### src/rtl/systolic_pkg.sv
// Shared definitions for the systolic-array output-buffer drain path.
// Holds the row/beat/address geometry and the drain FSM state encoding used by
// output_buffer_drain and drain_row_serializer.
package systolic_pkg;

  localparam int DATA_W     = 1024;
  localparam int BEAT_W     = 64;
  localparam int ADDR_W     = 13;
  localparam int CNT_W      = 6;
  localparam int BEATS      = DATA_W / BEAT_W;
  localparam int BEAT_IDX_W = $clog2(BEATS);

  typedef enum logic [1:0] {
    IDLE    = 2'd0,
    READ    = 2'd1,
    CAPTURE = 2'd2,
    SEND    = 2'd3
  } drain_state_e;

endpackage

### src/rtl/drain_row_serializer.sv
// drain_row_serializer: holds one DATA_W row and emits it as BEATS beats of
// BEAT_W bits on a valid/ready stream, beat 0 = row bits [BEAT_W-1:0].
// Ports:
//   clk_i, rst_ni  clock, asynchronous active-low reset
//   load_i, row_i  load a new row (restarts at beat 0, may coincide with the
//                  final handshake of the previous row for back-to-back rows)
//   valid_o, ready_i, data_o  beat stream; data_o is zero while not valid
//   last_beat_o    the beat currently offered is the final beat of the row
//   row_done_o     handshake of the final beat happens this cycle
module drain_row_serializer
  import systolic_pkg::*;
(
  input  logic              clk_i,
  input  logic              rst_ni,
  input  logic              load_i,
  input  logic [DATA_W-1:0] row_i,
  output logic              valid_o,
  input  logic              ready_i,
  output logic [BEAT_W-1:0] data_o,
  output logic              last_beat_o,
  output logic              row_done_o
);

  logic [DATA_W-1:0]     row_q, row_d;
  logic [BEAT_IDX_W-1:0] beat_q, beat_d;
  logic                  active_q, active_d;
  logic                  handshake;

  assign handshake   = active_q & ready_i;
  assign last_beat_o = active_q & (beat_q == BEAT_IDX_W'(BEATS - 1));
  assign row_done_o  = handshake & last_beat_o;
  assign valid_o     = active_q;
  assign data_o      = active_q ? row_q[BEAT_W*beat_q +: BEAT_W] : '0;

  // A load takes priority over the handshake so the next row can follow the
  // last beat of the current one without a bubble.
  always_comb begin
    row_d    = row_q;
    beat_d   = beat_q;
    active_d = active_q;
    if (load_i) begin
      row_d    = row_i;
      beat_d   = '0;
      active_d = 1'b1;
    end else if (handshake) begin
      if (last_beat_o) begin
        beat_d   = '0;
        active_d = 1'b0;
      end else begin
        beat_d = beat_q + 1'b1;
      end
    end
  end

  always_ff @(posedge clk_i or negedge rst_ni) begin
    if (!rst_ni) begin
      row_q    <= '0;
      beat_q   <= '0;
      active_q <= 1'b0;
    end else begin
      row_q    <= row_d;
      beat_q   <= beat_d;
      active_q <= active_d;
    end
  end

endmodule

### src/rtl/output_buffer_drain.sv
// output_buffer_drain: reads a run of consecutive rows from the output buffer
// (registered read, Q zero on non-read cycles) and streams each row as 64-bit
// beats toward the writeback path.
// Ports:
//   CLK, RETN            clock, asynchronous active-low reset
//   start, base_addr, num_rows  command, sampled only while idle
//   busy, done           busy from accepted start to done; done is a 1-cycle pulse
//   buf_cen, buf_wen, buf_a, buf_q  buffer read port (buf_wen tied high)
//   m_valid, m_ready, m_data, m_last  beat stream; m_last on the final beat
// Configuration:
//   DRAIN_PREFETCH_EN  when defined, the next row is read into a second
//                      register during SEND so rows stream without bubbles.
module output_buffer_drain
  import systolic_pkg::*;
(
  input  logic              CLK,
  input  logic              RETN,
  input  logic              start,
  input  logic [ADDR_W-1:0] base_addr,
  input  logic [CNT_W-1:0]  num_rows,
  output logic              busy,
  output logic              done,
  output logic              buf_cen,
  output logic              buf_wen,
  output logic [ADDR_W-1:0] buf_a,
  input  logic [DATA_W-1:0] buf_q,
  output logic              m_valid,
  input  logic              m_ready,
  output logic [BEAT_W-1:0] m_data,
  output logic              m_last
);

  drain_state_e      state_q, state_d;
  logic [ADDR_W-1:0] base_q, base_d;
  logic [CNT_W-1:0]  num_q, num_d;
  logic [CNT_W-1:0]  rd_idx_q, rd_idx_d;
  logic [CNT_W-1:0]  snd_idx_q, snd_idx_d;
  logic [ADDR_W-1:0] addr_q, addr_d;
  logic              done_q, done_d;

  logic              read_now;
  logic [ADDR_W-1:0] rd_addr;
  logic              last_row;
  logic              ser_load;
  logic [DATA_W-1:0] ser_row;
  logic              ser_valid;
  logic              ser_last_beat;
  logic              ser_row_done;

`ifdef DRAIN_PREFETCH_EN
  logic [DATA_W-1:0] next_q, next_d;
  logic              next_valid_q, next_valid_d;
  logic              pf_cap_q, pf_cap_d;
`endif

  // rd_idx counts rows already read; snd_idx is the row now in the serializer.
  // They differ only when prefetching runs one row ahead.
  assign rd_addr  = base_q + ADDR_W'(rd_idx_q);
  assign last_row = (snd_idx_q == num_q - CNT_W'(1));

  always_comb begin
    state_d   = state_q;
    base_d    = base_q;
    num_d     = num_q;
    rd_idx_d  = rd_idx_q;
    snd_idx_d = snd_idx_q;
    addr_d    = addr_q;
    done_d    = 1'b0;
    read_now  = 1'b0;
    ser_load  = 1'b0;
    ser_row   = buf_q;
`ifdef DRAIN_PREFETCH_EN
    next_d       = next_q;
    next_valid_d = next_valid_q;
    pf_cap_d     = 1'b0;
`endif

    unique case (state_q)
      IDLE: begin
        if (start) begin
          base_d    = base_addr;
          num_d     = num_rows;
          rd_idx_d  = '0;
          snd_idx_d = '0;
          // An empty run completes immediately without ever raising busy.
          if (num_rows == '0) begin
            done_d = 1'b1;
          end else begin
            state_d = READ;
          end
        end
      end
      READ: begin
        read_now = 1'b1;
        state_d  = CAPTURE;
      end
      CAPTURE: begin
        // buf_q carries the row only in this cycle; elsewhere it reads zero.
        ser_load = 1'b1;
        state_d  = SEND;
      end
      SEND: begin
        if (ser_row_done) begin
          if (last_row) begin
            state_d = IDLE;
            done_d  = 1'b1;
          end else begin
            snd_idx_d = snd_idx_q + CNT_W'(1);
`ifdef DRAIN_PREFETCH_EN
            // A row takes at least BEATS cycles, far longer than the two-cycle
            // read/capture, so next_reg is always filled by this point.
            ser_load     = 1'b1;
            ser_row      = next_q;
            next_valid_d = 1'b0;
`else
            state_d = READ;
`endif
          end
        end
`ifdef DRAIN_PREFETCH_EN
        if ((rd_idx_q < num_q) && !next_valid_q && !pf_cap_q) begin
          read_now = 1'b1;
          pf_cap_d = 1'b1;
        end
`endif
      end
      default: state_d = IDLE;
    endcase

    if (read_now) begin
      addr_d   = rd_addr;
      rd_idx_d = rd_idx_q + CNT_W'(1);
    end

`ifdef DRAIN_PREFETCH_EN
    if (pf_cap_q) begin
      next_d       = buf_q;
      next_valid_d = 1'b1;
    end
`endif
  end

  always_ff @(posedge CLK or negedge RETN) begin
    if (!RETN) begin
      state_q   <= IDLE;
      base_q    <= '0;
      num_q     <= '0;
      rd_idx_q  <= '0;
      snd_idx_q <= '0;
      addr_q    <= '0;
      done_q    <= 1'b0;
    end else begin
      state_q   <= state_d;
      base_q    <= base_d;
      num_q     <= num_d;
      rd_idx_q  <= rd_idx_d;
      snd_idx_q <= snd_idx_d;
      addr_q    <= addr_d;
      done_q    <= done_d;
    end
  end

`ifdef DRAIN_PREFETCH_EN
  always_ff @(posedge CLK or negedge RETN) begin
    if (!RETN) begin
      next_q       <= '0;
      next_valid_q <= 1'b0;
      pf_cap_q     <= 1'b0;
    end else begin
      next_q       <= next_d;
      next_valid_q <= next_valid_d;
      pf_cap_q     <= pf_cap_d;
    end
  end
`endif

  drain_row_serializer u_serializer (
    .clk_i       (CLK),
    .rst_ni      (RETN),
    .load_i      (ser_load),
    .row_i       (ser_row),
    .valid_o     (ser_valid),
    .ready_i     (m_ready),
    .data_o      (m_data),
    .last_beat_o (ser_last_beat),
    .row_done_o  (ser_row_done)
  );

  // buf_a shows the live address during a read and holds it otherwise.
  assign busy    = (state_q != IDLE);
  assign done    = done_q;
  assign buf_cen = ~read_now;
  assign buf_wen = 1'b1;
  assign buf_a   = read_now ? rd_addr : addr_q;
  assign m_valid = ser_valid;
  assign m_last  = ser_last_beat & last_row;

endmodule

### config.mk
export PLATFORM = sky130hd
export DESIGN_NAME = output_buffer_drain
export DESIGN_NICKNAME = d
export VERILOG_FILES = /design/src/rtl/systolic_pkg.sv /design/src/rtl/drain_row_serializer.sv /design/src/rtl/output_buffer_drain.sv
export SDC_FILE = /design/constraint.sdc
export NUM_CORES = 2
export LEC_CHECK = 0
export ABC_AREA = 1
export CAP_MARGIN = 20
export CORE_AREA = 2 2 437 439
export DETAILED_ROUTE_END_ITERATION = 7
export DIE_AREA = 0 0 439 441
export SLEW_MARGIN = 30
export SYNTH_ARGS = -nofsm -noshare
export SYNTH_HDL_FRONTEND = slang
export SYNTH_SLANG_ARGS = --single-unit
### constraint.sdc
create_clock -name CLK -period 2.8 [get_ports CLK]
set_input_delay 0.28 -clock CLK [delete_from_list [all_inputs] [get_ports CLK]]
set_output_delay 0.28 -clock CLK [all_outputs]
set_load 0.005 [all_outputs]
==> run summary <==
The flow ran to the end, but the final reports show violations. The checks that failed: setup timing. The synthesis-to-finish area growth came out at 56.1%. The initial antenna violation count is 60.

The data arrival time at the worst-slack endpoint is 2.91 ns. The worst-skew pair later-pin latency is 0.80 ns. The synthesized design spends more area on one cell type than any other, namely sky130_fd_sc_hd__dfrtp_1. The maximum operating frequency came out at 314 MHz. The net total in the final layout is 8882. Max-cap violations in this run came to 0. Ranked by total cell area, the synthesized netlist is headed by sky130_fd_sc_hd__dfrtp_1 54%, sky130_fd_sc_hd__nand2_1 18%, sky130_fd_sc_hd__o21ai_0 9.9%. The slowest stage of the critical path belongs to the cell sky130_fd_sc_hd__dfrtp_4. The final standard cell utilization of the core is 41.2%.

STA classifies the critical path endpoint as a primary output. The number of global-route vias before repair is 51500. Clock skew on the completed layout was measured at 0.0267 ns. The first-iteration detailed-routing DRC count is 4990. TritonCTS built the clock tree. The slew at the pin closest to its max-slew limit came out at 0.814 ns.

The final number of max-transition violations was 0. The minimum clock period after layout is 3.19 ns. The placement row count is 160.

The post-synthesis cell count is 6458. The starting density of the core came out at 26.4%. The pre-CTS worst setup slack is -0.409 ns.

The sink count of the clock tree is 1076. The TritonCTS buffer count is 121. Of all nets on the critical path, the largest fanout is 6.

The half-perimeter wire length after placement came out at 191000 um. Grouping stages by cell kind, the critical path spends the most delay in buffers and inverters. The critical path runs through a total of 10 cells. After synthesis the netlist holds a flip-flop and latch count of 1076. Measured in cells, the most critical reg-to-reg path has a length of 6. The number of buffers inserted by port buffering is 1128. Summing the sequential cell areas from Yosys gives 53.9% of the chip area.

The mean number of vias per cell came out at 4.99. The fraction of final layout cells with drive strength greater than 1 is 15.6%. The die is 439 um wide. The most common flop cell mapped by yosys is sky130_fd_sc_hd__dfrtp_1. In the final timing run, aggregate negative setup slack is -18.39 ns. The final number of hold-violating endpoints came out at 0.

The number of top-level pins is 1130. The area of the mapped netlist came out at 50000 um2. The commonest cells after synthesis are 2444 x sky130_fd_sc_hd__nand2_1, 1076 x sky130_fd_sc_hd__dfrtp_1, 988 x sky130_fd_sc_hd__o21ai_0. The analysis attributes to cell leakage a power of 35.7 nW. The worst hold path passes through 3 cells. The worst-case headroom to the max-slew limit is 45.8%. The startpoint class of the critical path is a flop.

For this run, the number of standard cells in the final layout without fillers is 10500. The detail route stage leaves a number of antenna-violating nets equal to 0. The overall die height is 441 um.

The first detailed-routing pass took 8 iterations. The critical path class is flop to primary output. In the final routed layout, each cell accounts on average for 25.8 um. The detailed-route DRC error count came out at 0. The number of enable flip-flop cells after synthesis came out at 0. Yosys instantiated no cell more often than sky130_fd_sc_hd__nand2_1. CTS built an H-tree with a depth of 3. The global-route wire length before repair is 369000 um. The maximum resistive drop on vdd is 0.710 mV. No sink is reached through more buffers than the 3 on the longest clock path. The root buffer selected by CTS is sky130_fd_sc_hd__clkbuf_16.

In this design, the stage delay of the slowest critical-path cell is 0.53 ns. At the worst endpoint, the required time is 2.52 ns. The total area inside the core boundary comes to 189000 um2. The synthesized area per cell came out at 7.74 um2. The cell total after placement is 9893.

When the netlist entered floorplanning its net count stood at 7520. For this run, the number of Yosys warnings is 0. The share of synthesized registers carrying an async set or reset is 100%.

The overall power consumption is 100 mW. For this design the ratio of total power to cell area is 1280 nW/um2. The critical path contains buffers and inverters numbering 6 combined. Across every metal layer, demand over resource in global routing totals 26.5%. After filler insertion, the fill cell instance count of the layout stands at 18700. The area share of the largest cell type after synthesis came out at 53.9%. The post-synthesis cell type count came out at 32.

The remaining global-route overflow is 0. The post-CTS clock slew at the launch and capture registers of the worst setup and hold paths is 0.06 ns. Traced cell by cell, the critical path runs through buf_12 -> buf_16 -> buf_12 -> buf_16 -> o21ai_2 -> nand2_2 -> nand2_1 -> a31oi_1 -> buf_4 -> buf_12. The last weighted congestion value of the routability-driven placer came out at 0.953. The pin count of the biggest net entering global routing is 147. The share of the clock period used by the worst path after layout came out at 114%. Setup violations remaining at the end of the flow were counted as 68.

The kind of path behind the tightest hold check is input pin to flop. Among the stages of the critical path, the cell type that occurs most often is sky130_fd_sc_hd__buf_12. Setup repair after global routing could not meet its margin everywhere.

The wire length reported by the detailed router is 270000 um. In the post-route analysis, the smallest setup slack over all paths is -0.388 ns. The die covers 194000 um2. The number of vias after detailed routing came out at 52200.
[report_power, final]
part | internal [mW] | switching [mW] | total, mW
combinational | 21.4 | 34.0 | 55.4
clock | 10.3 | 7.16 | 17.5
sequential | 23.2 | 3.82 | 27.1
total | 55.0 | 45.0 | 100
[worst paths after layout]
kind / start / endpoint / slack, ns
min reg2reg: u_serializer.row_q[537] / u_serializer.row_q[537] / 0.47
max reg2reg: state_q[0] / u_serializer.row_q[379] / 0.44
max: u_serializer.beat_q[0] / m_data[16] / -0.39
min in group asynchronous: RETN / rd_idx_q[0] / 0.32
max in group asynchronous: RETN / u_serializer.row_q[34] / 1.66
min: buf_q[292] / u_serializer.row_q[292] / 0.05
[logic make-up after synthesis]
kind of cell    after synthesis  share of synthesized area [%]
compound gates             1639                           16.6
xor+xnor                     12                          0.210
fa+ha+maj                    15                          0.391
buf+inv                     991                           7.79
flops                      1076                           53.9
mux                           1                         0.0200
other cells                   1                        0.00750
simple gates               2723                           21.1
[layout make-up]
type | count | area [um2] | share of cell area, %
timing repair buffer | 1682 | 18900 | 24.2
timing repair inverter | 4 | 61.3 | 0.0786
clock buffer | 170 | 3530 | 4.53
sequential | 1076 | 26900 | 34.5
tap | 2511 | 3140 | 4.03
clock inverter | 56 | 793 | 1.02
multi-input combinational | 4391 | 22500 | 28.8
inverter | 544 | 2100 | 2.69
antenna | 40 | 100 | 0.128
[cell usage in the layout, fill, tap and decap left out, types with 37 or more instances in the layout]
cell type,n
sky130_fd_sc_hd__buf_16,67
sky130_fd_sc_hd__buf_4,150
sky130_fd_sc_hd__nand2_1,2348
sky130_fd_sc_hd__buf_2,45
sky130_fd_sc_hd__nand3_4,37
sky130_fd_sc_hd__diode_2,40
sky130_fd_sc_hd__buf_12,83
sky130_fd_sc_hd__o21ai_1,245
sky130_fd_sc_hd__inv_1,532
sky130_fd_sc_hd__dlygate4sd3_1,158
sky130_fd_sc_hd__a31oi_4,45
sky130_fd_sc_hd__clkdlybuf4s50_1,1050
sky130_fd_sc_hd__nand3_1,113
sky130_fd_sc_hd__buf_6,76
sky130_fd_sc_hd__a21oi_1,339
sky130_fd_sc_hd__a21oi_2,140
sky130_fd_sc_hd__clkbuf_16,139
sky130_fd_sc_hd__o21ai_2,67
sky130_fd_sc_hd__nand2_2,74
sky130_fd_sc_hd__dfrtp_1,1069
sky130_fd_sc_hd__o21ai_0,734
sky130_fd_sc_hd__nand3_2,79
[timing repair]
item | 4_1_cts | 5_1_grt
hold buffers | 159 | 0
setup buffers | 79 | 30
gates resized for setup | 1045 | 408
hold endpoints to repair | 517 | 0
setup endpoints to repair | 79 | 79
pin swaps | 212 | 190
cloned | 55 | 19
[worst min-delay path: stages]
cell and delay, ns:
sky130_fd_sc_hd__clkdlybuf4s50_1 0.39, sky130_fd_sc_hd__nand2_1 0.07, sky130_fd_sc_hd__nand2_1 0.05
[registers in the layout, summed over array words and instances (netlist names)]
| signal | count |
|---|---|
| snd_idx_q | 6 |
| num_q | 6 |
| done | 1 |
| state_q | 2 |
| base_q | 13 |
| rd_idx_q | 6 |
| u_serializer.beat_q | 4 |
| u_serializer.row_q | 1024 |
| u_serializer.valid_o | 1 |
| addr_q | 13 |
[stage by stage]
| stage | hold WS [ns] | instance area (um2) |
|---|---|---|
| CTS | 0.0000179 | 76100 |
| floorplan | -0.0156 | 50000 |
| global placement | 0.223 | 65400 |
| finish | 0.0501 | 78000 |
| global route | 0.0303 | 78000 |
| detailed placement | 0.218 | 65400 |
[layer usage]
layer  routed length (um)  GRT usage, %  vias up
met3                20300          5.14      604
met1               103000          32.4    25600
met5                  121             0        -
met4                19100          17.1       16
met2               127000          42.7     2581
li1                     -             -    23400
Note: power is estimated with default switching activity, not from simulation.
